[src/rtl/vend_pkg.sv]
// Shared types and constants for the vending controller: FSM states, keypad
// codes and coin values.
package vend_pkg;

  typedef enum logic [2:0] {
    ST_IDLE     = 3'd0,
    ST_SELECT   = 3'd1,
    ST_QTY      = 3'd2,
    ST_PAY      = 3'd3,
    ST_DISPENSE = 3'd4,
    ST_REFUND   = 3'd5
  } state_e;

  localparam logic [3:0] KEY_START   = 4'd15;
  localparam logic [3:0] KEY_CANCEL  = 4'd14;
  localparam logic [3:0] KEY_CONFIRM = 4'd13;
  localparam logic [3:0] KEY_QTY_UP  = 4'd0;
  localparam logic [3:0] KEY_QTY_DN  = 4'd1;
  localparam logic [3:0] KEY_COIN_1  = 4'd8;
  localparam logic [3:0] KEY_COIN_5  = 4'd9;
  localparam logic [3:0] KEY_COIN_10 = 4'd10;
  localparam logic [3:0] KEY_COIN_20 = 4'd11;

  localparam logic [4:0] COIN_VAL_1  = 5'd1;
  localparam logic [4:0] COIN_VAL_5  = 5'd5;
  localparam logic [4:0] COIN_VAL_10 = 5'd10;
  localparam logic [4:0] COIN_VAL_20 = 5'd20;

  function automatic logic is_coin(input logic [3:0] key);
    return key[3:2] == 2'b10;
  endfunction

  function automatic logic [4:0] coin_value(input logic [3:0] key);
    case (key)
      KEY_COIN_1:  return COIN_VAL_1;
      KEY_COIN_5:  return COIN_VAL_5;
      KEY_COIN_10: return COIN_VAL_10;
      KEY_COIN_20: return COIN_VAL_20;
      default:     return 5'd0;
    endcase
  endfunction

endpackage

[src/rtl/keypad_debounce.sv]
// 4x4 active-low keypad decoder with debounce: one key_valid pulse per press,
// re-armed only after the pad has been idle for DEBOUNCE_CYC cycles.
module keypad_debounce #(
  parameter int unsigned DEBOUNCE_CYC = 4
) (
  input  logic       clk,
  input  logic       reset,
  input  logic [3:0] c,
  input  logic [3:0] r,
  output logic       key_valid,
  output logic [3:0] key_code
);

  localparam int unsigned CNT_W = $clog2(DEBOUNCE_CYC + 1);
  localparam logic [CNT_W-1:0] CNT_MAX = CNT_W'(DEBOUNCE_CYC);

  function automatic logic one_low(input logic [3:0] v);
    logic [3:0] lo;
    lo = ~v;
    return (lo != 4'd0) && ((lo & (lo - 4'd1)) == 4'd0);
  endfunction

  function automatic logic [1:0] low_idx(input logic [3:0] v);
    case (v)
      4'b1110: return 2'd0;
      4'b1101: return 2'd1;
      4'b1011: return 2'd2;
      default: return 2'd3;
    endcase
  endfunction

  logic             raw_valid;
  logic [3:0]       raw_code;
  logic [4:0]       sample;
  logic [4:0]       prev_q;
  logic [CNT_W-1:0] cnt_q, cnt_d;
  logic             armed_q;
  logic             key_valid_q;
  logic [3:0]       key_code_q;
  logic             stable;

  assign raw_valid = one_low(c) && one_low(r);
  assign raw_code  = {low_idx(r), low_idx(c)};
  // Invalid patterns all collapse to one "no key" value so they count as stable.
  assign sample    = raw_valid ? {1'b1, raw_code} : 5'd0;

  always_comb begin
    cnt_d = CNT_W'(1);
    if (sample == prev_q) begin
      cnt_d = (cnt_q == CNT_MAX) ? cnt_q : cnt_q + CNT_W'(1);
    end
  end

  assign stable = (cnt_d == CNT_MAX);

  // NOTE: all state here is updated with <= so every register sees the
  // pre-edge values of its neighbours, exactly like the flops being modelled.
  always_ff @(posedge clk or posedge reset) begin
    if (reset) begin
      prev_q      <= 5'd0;
      cnt_q       <= '0;
      armed_q     <= 1'b0;
      key_valid_q <= 1'b0;
      key_code_q  <= 4'd0;
    end else begin
      prev_q      <= sample;
      cnt_q       <= cnt_d;
      key_valid_q <= 1'b0;
      if (stable && raw_valid && armed_q) begin
        key_valid_q <= 1'b1;
        key_code_q  <= raw_code;
        armed_q     <= 1'b0;
      end else if (stable && !raw_valid) begin
        armed_q <= 1'b1;
      end
    end
  end

  assign key_valid = key_valid_q;
  assign key_code  = key_code_q;

endmodule

[src/rtl/vending_controller.sv]
// Keypad-driven vending controller: select product, quantity, pay with coins,
// then dispense with change or refund on cancel/timeout.
module vending_controller
  import vend_pkg::*;
#(
  parameter int unsigned NUM_PRODUCTS = 4,
  parameter int unsigned MAX_QTY      = 9,
  parameter int unsigned AMT_W        = 8,
  parameter int unsigned DEBOUNCE_CYC = 4,
  parameter int unsigned TIMEOUT_CYC  = 1000,
  localparam int unsigned QTY_W       = $clog2(MAX_QTY + 1)
) (
  input  logic                          clk,
  input  logic                          reset,
  input  logic [3:0]                    c,
  input  logic [3:0]                    r,
  input  logic [NUM_PRODUCTS*AMT_W-1:0] price_table,
  output logic [AMT_W-1:0]              view_price,
  output logic [QTY_W-1:0]              view_quantity,
  output logic [AMT_W-1:0]              view_price_q,
  output logic [AMT_W-1:0]              entered_amount,
  output logic [AMT_W-1:0]              change,
  output logic                          dispense_valid,
  output logic [2:0]                    dispense_product,
  output logic                          refund_valid,
  output logic                          error,
  output logic [2:0]                    state_o
);

  localparam int unsigned TMO_W = $clog2(TIMEOUT_CYC + 1);
  localparam int unsigned PRD_W = AMT_W + QTY_W;
  localparam logic [QTY_W-1:0] QTY_MAX = QTY_W'(MAX_QTY);
  localparam logic [TMO_W-1:0] TMO_LAST = TMO_W'(TIMEOUT_CYC - 1);

  logic             key_valid;
  logic [3:0]       key_code;

  keypad_debounce #(.DEBOUNCE_CYC(DEBOUNCE_CYC)) u_keypad (
    .clk       (clk),
    .reset     (reset),
    .c         (c),
    .r         (r),
    .key_valid (key_valid),
    .key_code  (key_code)
  );

  state_e           state_q;
  logic [2:0]       prod_q;
  logic [AMT_W-1:0] unit_price_q, total_q, amount_q, change_q;
  logic [QTY_W-1:0] qty_q;
  logic [TMO_W-1:0] tmo_q;
  logic             dispense_valid_q, refund_valid_q, error_q;

  logic [AMT_W-1:0] prices [8];
  for (genvar i = 0; i < 8; i++) begin : g_price
    if (i < NUM_PRODUCTS) begin : g_used
      assign prices[i] = price_table[i*AMT_W +: AMT_W];
    end else begin : g_unused
      assign prices[i] = '0;
    end
  end

  logic [PRD_W-1:0] full_total;
  logic             total_fits;
  logic [AMT_W:0]   coin_sum;
  logic             busy, tmo_expired, cancel_req, sel_ok;

  assign full_total  = PRD_W'(unit_price_q) * PRD_W'(qty_q);
  assign total_fits  = (full_total >> AMT_W) == '0;
  assign coin_sum    = {1'b0, amount_q} + (AMT_W+1)'(coin_value(key_code));
  assign busy        = (state_q == ST_SELECT) || (state_q == ST_QTY) || (state_q == ST_PAY);
  assign tmo_expired = (tmo_q == TMO_LAST);
  // A key event in the expiry cycle takes priority over the timeout.
  assign cancel_req  = busy && (key_valid ? (key_code == KEY_CANCEL) : tmo_expired);
  assign sel_ok      = 32'(key_code[2:0]) < NUM_PRODUCTS;

  always_ff @(posedge clk or posedge reset) begin
    if (reset) begin
      state_q          <= ST_IDLE;
      prod_q           <= 3'd0;
      unit_price_q     <= '0;
      total_q          <= '0;
      amount_q         <= '0;
      change_q         <= '0;
      qty_q            <= '0;
      tmo_q            <= '0;
      dispense_valid_q <= 1'b0;
      refund_valid_q   <= 1'b0;
      error_q          <= 1'b0;
    end else begin
      dispense_valid_q <= 1'b0;
      refund_valid_q   <= 1'b0;
      error_q          <= 1'b0;
      // Every non-key state change leaves the busy states or fires on expiry,
      // so clearing on those conditions also covers "reset on state change".
      tmo_q <= (key_valid || !busy || tmo_expired) ? '0 : tmo_q + TMO_W'(1);

      if (state_q == ST_PAY && amount_q >= total_q) begin
        state_q          <= ST_DISPENSE;
        dispense_valid_q <= 1'b1;
        change_q         <= amount_q - total_q;
      end else if (cancel_req) begin
        state_q        <= ST_REFUND;
        refund_valid_q <= 1'b1;
        change_q       <= amount_q;
      end else begin
        case (state_q)
          ST_IDLE: if (key_valid && key_code == KEY_START) begin
            state_q      <= ST_SELECT;
            amount_q     <= '0;
            unit_price_q <= '0;
            qty_q        <= '0;
            total_q      <= '0;
          end
          ST_SELECT: if (key_valid && !key_code[3]) begin
            if (sel_ok) begin
              prod_q       <= key_code[2:0];
              unit_price_q <= prices[key_code[2:0]];
              qty_q        <= QTY_W'(1);
              state_q      <= ST_QTY;
            end else begin
              error_q <= 1'b1;
            end
          end
          ST_QTY: if (key_valid) begin
            if (key_code == KEY_QTY_UP && qty_q != QTY_MAX) begin
              qty_q <= qty_q + QTY_W'(1);
            end else if (key_code == KEY_QTY_DN && qty_q > QTY_W'(1)) begin
              qty_q <= qty_q - QTY_W'(1);
            end else if (key_code == KEY_CONFIRM) begin
              if (total_fits) begin
                total_q <= full_total[AMT_W-1:0];
                state_q <= ST_PAY;
              end else begin
                error_q <= 1'b1;
              end
            end
          end
          ST_PAY: if (key_valid && is_coin(key_code)) begin
            if (coin_sum[AMT_W]) begin
              error_q <= 1'b1;
            end else begin
              amount_q <= coin_sum[AMT_W-1:0];
            end
          end
          ST_DISPENSE, ST_REFUND: begin
            state_q  <= ST_IDLE;
            amount_q <= '0;
            change_q <= '0;
          end
          default: state_q <= ST_IDLE;
        endcase
      end
    end
  end

  assign view_price       = unit_price_q;
  assign view_quantity    = qty_q;
  assign view_price_q     = total_q;
  assign entered_amount   = amount_q;
  assign change           = change_q;
  assign dispense_valid   = dispense_valid_q;
  assign dispense_product = prod_q;
  assign refund_valid     = refund_valid_q;
  assign error            = error_q;
  assign state_o          = state_q;

endmodule

[config.mk]
export PLATFORM = sky130hd
export DESIGN_NAME = vending_controller
export DESIGN_NICKNAME = d
export VERILOG_FILES = /design/src/rtl/vend_pkg.sv /design/src/rtl/keypad_debounce.sv /design/src/rtl/vending_controller.sv
export SDC_FILE = /design/constraint.sdc
export NUM_CORES = 1
export LEC_CHECK = 0
export ABC_AREA = 1
export CELL_PAD_IN_SITES_DETAIL_PLACEMENT = 1
export CELL_PAD_IN_SITES_GLOBAL_PLACEMENT = 2
export CORE_UTILIZATION = 34
export DETAILED_ROUTE_END_ITERATION = 10
export HOLD_SLACK_MARGIN = 0.05
export PLACE_DENSITY = 0.93
export SYNTH_ARGS = -nofsm -noshare
export SYNTH_HDL_FRONTEND = slang
export SYNTH_SLANG_ARGS = --single-unit
[constraint.sdc]
create_clock -name clk -period 8.9 [get_ports clk]
set_input_delay 1.335 -clock clk [delete_from_list [all_inputs] [get_ports clk]]
set_output_delay 1.335 -clock clk [all_outputs]
set_load 0.02 [all_outputs]
### Word level (Yosys, flattened, before mapping)

Index checks and enable logic that the tools add are counted.

* register bits: 69
* bits of input ports: 42
* output and inout port bits: 45
* word-level logic and storage cells: 184

* add/subtract/negate cells: 8
* multiply operators: 1
* $lt $le $gt $ge: 4
* eq/ne operators: 45
* mux-type cells: 63
* bitwise gates (word level): 7
* reduce and logical (&&, ||, !) cells: 40

Operators by type and width (count)
* 8-bit two-way mux: 15
* 4-bit == test, second input constant: 13
* 3-bit two-way mux: 12
* 8-bit one-hot mux with 2 select lines: 2
* 8-bit binary-select mux with 3-bit select: 1
* 4-bit two-way mux: 6
* 8-bit one-hot mux with 3 select lines: 1
* 5-bit one-hot mux with 4 select lines: 1
* 1-bit two-way mux: 18
* 9-bit AND reduction: 2
* 4-bit != test, second input constant: 4
* 1-bit logical AND: 13
* 3-bit == test, second input constant: 4
* 12-bit logical NOT: 1
* 4-bit logical NOT: 3
* 8-bit by 4-bit multiplier with 12-bit output: 1
* 2-bit != test, second input constant: 6
* 4-bit by 2-bit != test with 1-bit output, second input constant: 3
* 2-bit one-hot mux with 3 select lines: 2
* 3-bit one-hot mux with 4 select lines: 1
* 4-bit one-hot mux with 3 select lines: 1
* 6-bit AND reduction: 2
* 4-bit by 1-bit subtractor with 4-bit output, second input constant: 3
* 10-bit by 1-bit adder with 10-bit output, second input constant: 1
* other kinds (34): 52

### Logic depth before layout (Yosys ltp)

* depth after elaboration: 13
* depth in mapped cells: 20
* gate-level depth less buffers: 19

### Hierarchy

From an unflattened synthesis, not the netlist that was laid out.

* cell total of the unflattened synthesis: 774
* area total of the unflattened synthesis: 5540.3 µm²

Modules (own cells, without submodules)
* vending_controller: instances 1, cells an instance 658, area each 4662.0 µm², seq. area each 1376.3 µm²
* keypad_debounce: instances 1, cells an instance 116, area each 878.3 µm², seq. area each 350.3 µm²

### Worst setup path before layout

Ideal clock, no wire load.

* path kind: reg2reg
* from: register qty_q[3] (netlist: view_quantity[3])
* to: register total_q[1] (netlist: view_price_q[1])
* setup time: 0.118 ns
* arrival: 3.536 ns
* data required time: 8.782 ns
* path slack: 5.247 ns
* stages on the path, launching flop included: 18
* buffers on the path: 1
* period minus slack after synthesis: 3.653 ns
* cell sequence: dfrtp_1 -> clkbuf_1 -> nand2_1 -> fa_1 -> inv_1 -> fa_1 -> fa_1 -> nand3_1 -> nand2_1 -> nand4_1 -> nand3_1 -> xor2_1 -> nor2_1 -> nand2_1 -> nand2_2 -> nand2_1 -> nand2_1 -> nand2_1

* cells in the longest elaborated chain, start to end: 4
* elaborated cells between the ends (all ways): 10
* classes of those cells: mul: 1; order compare: 1; eq/ne: 4; reduce/logical: 4

RTL lines
* start, declared: line vending_controller.sv:50 `logic [QTY_W-1:0] qty_q;`
* start signal, assigned: line vending_controller.sv:127 `qty_q <= qty_q + QTY_W'(1);`
* start signal, assigned: line vending_controller.sv:129 `qty_q <= qty_q - QTY_W'(1);`
* 8-bit by 4-bit multiplier with 12-bit output (tied with other cells): line vending_controller.sv:68 `assign full_total = PRD_W'(unit_price_q) * PRD_W'(qty_q);`
* 12-bit logical NOT (tied with other cells): line vending_controller.sv:69 `assign total_fits = (full_total >> AMT_W) == '0;`
* 2-bit != test (no source line)
* 9-bit AND reduction (no source line) (*)
* end signal, assigned: line vending_controller.sv:132 `total_q <= full_total[AMT_W-1:0];`
* end, declared: line vending_controller.sv:49 `logic [AMT_W-1:0] unit_price_q, total_q, amount_q, change_q;`

Every way passes the cells marked *; elsewhere a longest branch is shown, timed or not.
A chain may end at the register's enable or synchronous reset.

### Final worst setup path

* from: register qty_q[3] (netlist: view_quantity[3])
* to: register total_q[0] (netlist: view_price_q[0])

Same word-level chain as after synthesis.

==> impl_summary.md <==
Outcome
The run finished with clean final reports.

Clock network
In this run the number of H-tree levels came out at 3. The latest clock arrival within the worst-skew pair is 0.35 ns. The deepest clock path buffer count is 2. Post-CTS timing repair inserted 0 buffers for setup. The count of instances resized after the clock tree is built is 0.

The clock sink count is 69. The cell chosen for the clock root is sky130_fd_sc_hd__clkbuf_16. TritonCTS built the clock tree. The clock edge transition at the registers on the reported setup and hold paths is 0.05 ns. The number of hold-repair buffers added at the cts stage is 0. TritonCTS created 9 clock buffers.

Layout
After the last flow step, the layout net total stands at 926. Summing all multi-input logic gate instances after layout gives 3240 um^2. The utilization after layout is 0.437. The layout-stage area growth over the synthesis result is 25.5%. In the final layout, the share of cells above drive strength 1 is 0.0798. Fill cells in the final layout number 1,984. In the final layout, flip-flops and latches occupy 1730 um^2. The final cell count without fillers is 1,056.

The repair_antennas step left the layout with diodes totalling 0.

Route
After detailed routing, the average wire length per cell comes to 14.2 um. In the routed design, unresolved DRC markers number 0. The routed design has 15,000 um of wire. The count of antenna-violating nets left after detailed routing is 0.

The vias per cell is 4.88. The detailed router placed 5,152 vias in this run. Before antenna repair, the detailed router went through 4 iterations. After the first detailed-routing iteration, the DRC count stood at 158.

Hold path
Counting instances, the worst hold path has a depth of 2. The worst hold path begins at dispense_product[2]. The worst min-delay path class is register to register. The destination of the worst hold path is dispense_product[2].

STA
The shortest clock period the worst path allows after layout is 3.84 ns. The post-route clock period utilization is 0.432. The count of endpoints failing hold in the final timing report is 0. The final number of setup-violating endpoints is 0. In this run the tightest slew margin relative to its limit is 0.392. Setup repair after global routing left no endpoint under its margin. The largest clock skew in the final design is 0.00850 ns. The slew of the pin with the lowest slew margin is 0.913 ns. Static timing analysis puts the maximum clock frequency at 260 MHz.

The number of max-slew violations in the final report is 0. Setup total negative slack on the finished layout was measured at 0 ns.

Synth
The cell count after synthesis is 746. The share of cell area taken by muxes after synthesis is 0. The share of the Yosys chip area taken by registers is 0.314. The number of unique standard cell types used by synthesis is 50. Averaged over all synthesized cells, the footprint is 7.38 um^2.

For this run, the number of Yosys warnings is 0. The fraction of synthesized cell area in xor and xnor cells is 0.0286. For this run, asynchronously set or reset flops after synthesis account for 1.00.

Yosys mapped a number of flops with a built-in enable equal to 0. Of the total synthesized cell area, the portion taken by AND, OR, NAND and NOR gates is 0.331. The synthesized netlist net count is 837.

The number of synthesized register bits is 69. Of the total synthesized cell area, the portion taken by full adders, half adders and majority gates is 0.130. The most frequently used flop master after synthesis is sky130_fd_sc_hd__dfrtp_1. The dominant combinational cell family by area after synthesis is simple AND/OR/NAND/NOR gates.

The mapped netlist covers 5510 um^2. The post-synthesis compound-gate area fraction came to 0.0984.

Power and ir drop
Of the total power, the share spent switching nets is 0.332. The internal power of the cells totals 681 uW. The total net switching power is 338 uW.

Across the VDD grid, the largest voltage drop is 0.0937 mV. Of the total power, combinational logic draws 0.251. The analysis attributes to cell leakage a power of 3.50 nW. The power share of the clock group is 0.385.

Of the total power, registers draw 0.364. The total power divided by cell area is 148 nW/um^2. The overall power is 1.02 mW.

Place
Once placement completed, the tool counted placed cells totaling 1,040. The sum of net half-perimeters after detailed placement is 12,000 um. The congestion estimate from routability-driven global placement came to 0.843.

Port buffering added 86 buffers.

Setup path
Along the worst path, the maximum fanout reaches 14. For the worst setup path, the data arrival time is 4.07 ns. The critical path startpoint category is a register.

The startpoint of the lowest-slack register-to-register path is view_quantity[3]. By startpoint and endpoint, the worst setup path is classified as register to register. The number of cell instances on the worst register-to-register path is 18.

The startpoint of the worst setup timing path is view_quantity[3]. The worst setup slack for register-to-register paths is 5.06 ns. The endpoint kind of the worst setup timing path is a register. The endpoint identified for the worst register-to-register timing path is view_price_q[0].

The required time of the critical path is 9.13 ns.

Global route
The global routing usage summed across all routing layers is 0.198. The wire length of the first global-routing pass is 25,700 um. Entering global routing, the biggest net connects 70 pins. The via count of the first global-routing pass is 5,273.

Summed over all layers, the global routing overflow is 0. The number of antenna violations at the first check in global routing is 0.

Die
The horizontal extent of the die is 129 um. The floorplan step defined a die boundary enclosing 16,700 um^2. The initial standard-cell utilization of the core is 0.348. The floorplan has 46 rows. 87 I/O pins were placed. The placeable core area is 15,800 um^2. The die is 129 um tall.

Job
The max-cap violation count is 0.
==> layer usage <==
metal  part of all wire  track usage  vias to the layer above  routed length (um)
met2               0.48        0.339                      105                7210
met1               0.46        0.246                     2434                6890
met5                  0            0                        -                   0
met4              0.028       0.0865                        0                 416
met3              0.035       0.0318                       28                 521
li1                   -            -                     2585                   -
==> Yosys cell counts (3+ instances only) <==
master / number / area (um^2)
sky130_fd_sc_hd__nand2_1: 197 / 739
sky130_fd_sc_hd__inv_1: 110 / 413
sky130_fd_sc_hd__dfrtp_1: 69 / 1730
sky130_fd_sc_hd__nor2_1: 61 / 229
sky130_fd_sc_hd__nand3_1: 54 / 270
sky130_fd_sc_hd__ha_1: 35 / 438
sky130_fd_sc_hd__o21ai_0: 24 / 120
sky130_fd_sc_hd__a21oi_1: 21 / 105
sky130_fd_sc_hd__nand4_1: 18 / 113
sky130_fd_sc_hd__inv_2: 15 / 56.3
sky130_fd_sc_hd__o21ai_1: 15 / 75.1
sky130_fd_sc_hd__fa_1: 14 / 280
sky130_fd_sc_hd__xor2_1: 13 / 114
sky130_fd_sc_hd__nor3_1: 10 / 50.1
sky130_fd_sc_hd__nand2_2: 9 / 56.3
sky130_fd_sc_hd__a22oi_1: 8 / 60.1
sky130_fd_sc_hd__nor2_4: 6 / 67.6
sky130_fd_sc_hd__o211ai_1: 6 / 45.0
sky130_fd_sc_hd__nand3b_1: 5 / 37.5
sky130_fd_sc_hd__xnor2_1: 5 / 43.8
sky130_fd_sc_hd__clkbuf_1: 4 / 15.0
sky130_fd_sc_hd__nand2_4: 4 / 45.0
sky130_fd_sc_hd__nand3_4: 4 / 70.1
sky130_fd_sc_hd__nand3_2: 3 / 30.0
sky130_fd_sc_hd__o221ai_1: 3 / 26.3
sky130_fd_sc_hd__o31ai_1: 3 / 22.5
==> critical path, cell delays in order (launching register included) <==
cell and delay [ns]:
sky130_fd_sc_hd__dfrtp_1 0.57, sky130_fd_sc_hd__nand2_1 0.15, sky130_fd_sc_hd__inv_1 0.06, sky130_fd_sc_hd__fa_1 0.53, sky130_fd_sc_hd__inv_1 0.05, sky130_fd_sc_hd__fa_1 0.53
sky130_fd_sc_hd__inv_1 0.04, sky130_fd_sc_hd__ha_1 0.37, sky130_fd_sc_hd__a21oi_1 0.27, sky130_fd_sc_hd__nand2_1 0.11, sky130_fd_sc_hd__nand4_1 0.08, sky130_fd_sc_hd__nand3_1 0.08
sky130_fd_sc_hd__xor2_1 0.15, sky130_fd_sc_hd__nor2_1 0.10, sky130_fd_sc_hd__nand2_1 0.10, sky130_fd_sc_hd__nand2_2 0.15, sky130_fd_sc_hd__nand2_1 0.20, sky130_fd_sc_hd__nand2_1 0.11
sky130_fd_sc_hd__nand2_1 0.06
==> power by group through the flow <==
stage          clock [mW]  sequential (mW)  combinational (mW)
3_3_place_gp            0            0.375               0.258
6_report            0.392            0.371               0.256
3_5_place_dp            0            0.377               0.260
4_1_cts             0.406            0.371               0.261
2_1_floorplan           0            0.359               0.201
5_1_grt             0.416            0.376               0.295
==> cell type report <==
cell class / count / share of cell area
clock buffers: 13 / 0.0362
clock inverters: 3 / 0.00996
inverters: 128 / 0.0701
multi-input cells: 540 / 0.469
flip-flops and latches: 69 / 0.250
well taps: 216 / 0.0391
repair buffers: 87 / 0.126
==> sequential cells by signal (all words and copies together), names as in the netlist, 4 cells and up <==
register	count
tmo_q	10
view_price_q	8
change	8
entered_amount	8
view_price	8
u_keypad.prev_q	5
u_keypad.key_code	4
view_quantity	4
==> worst max-delay path by stage <==
stage                      endpoint  slack (ns)  cells after the start
floorplan           view_price_q[1]        5.25                     17
global placement    view_price_q[2]        5.14                     19
global route        view_price_q[0]        4.65                     19
detailed placement  view_price_q[0]        5.05                     19
finish              view_price_q[0]        5.06                     18
CTS                 view_price_q[0]        5.03                     19
==> stage by stage <==
stage	area, um^2	hold slack, ns	setup WS [ns]
detailed placement	6590	0.464	5.05
global placement	6590	0.455	5.14
floorplan	5510	0.455	5.25
global route	6910	0.503	4.65
finish	6910	0.478	5.06
CTS	6910	0.483	5.03
==> kinds of logic after synthesis <==
logic type                 count (synthesis)
AOI/OAI and AO/OA                         90
xor gates and xnor gates                  18
and+or+nand+nor                          383
DFF                                       69
adders and majority gates                 49
buffers and inverters                    137
==> placed cells by master (no fill, tap or decap), types with 2 or more instances in the layout <==
cell	count
sky130_fd_sc_hd__nand2_1	197
sky130_fd_sc_hd__inv_1	109
sky130_fd_sc_hd__clkdlybuf4s50_1	86
sky130_fd_sc_hd__dfrtp_1	69
sky130_fd_sc_hd__nor2_1	61
sky130_fd_sc_hd__nand3_1	54
sky130_fd_sc_hd__ha_1	35
sky130_fd_sc_hd__o21ai_0	24
sky130_fd_sc_hd__a21oi_1	21
sky130_fd_sc_hd__nand4_1	18
sky130_fd_sc_hd__inv_2	16
sky130_fd_sc_hd__o21ai_1	15
sky130_fd_sc_hd__fa_1	14
sky130_fd_sc_hd__xor2_1	13
sky130_fd_sc_hd__nor3_1	10
sky130_fd_sc_hd__nand2_2	9
sky130_fd_sc_hd__clkbuf_16	9
sky130_fd_sc_hd__a22oi_1	8
sky130_fd_sc_hd__nor2_4	6
sky130_fd_sc_hd__o211ai_1	6
sky130_fd_sc_hd__xnor2_1	5
sky130_fd_sc_hd__nand3b_1	5
sky130_fd_sc_hd__nand2_4	4
sky130_fd_sc_hd__nand3_4	4
sky130_fd_sc_hd__nand3_2	3
sky130_fd_sc_hd__o31ai_1	3
sky130_fd_sc_hd__o221ai_1	3
sky130_fd_sc_hd__clkbuf_1	3
sky130_fd_sc_hd__nor2_2	2
sky130_fd_sc_hd__o21bai_1	2
sky130_fd_sc_hd__nor2_8	2
sky130_fd_sc_hd__o21a_1	2
sky130_fd_sc_hd__nor3b_1	2
sky130_fd_sc_hd__bufinv_16	2
Power figures use the tool's default switching activity.
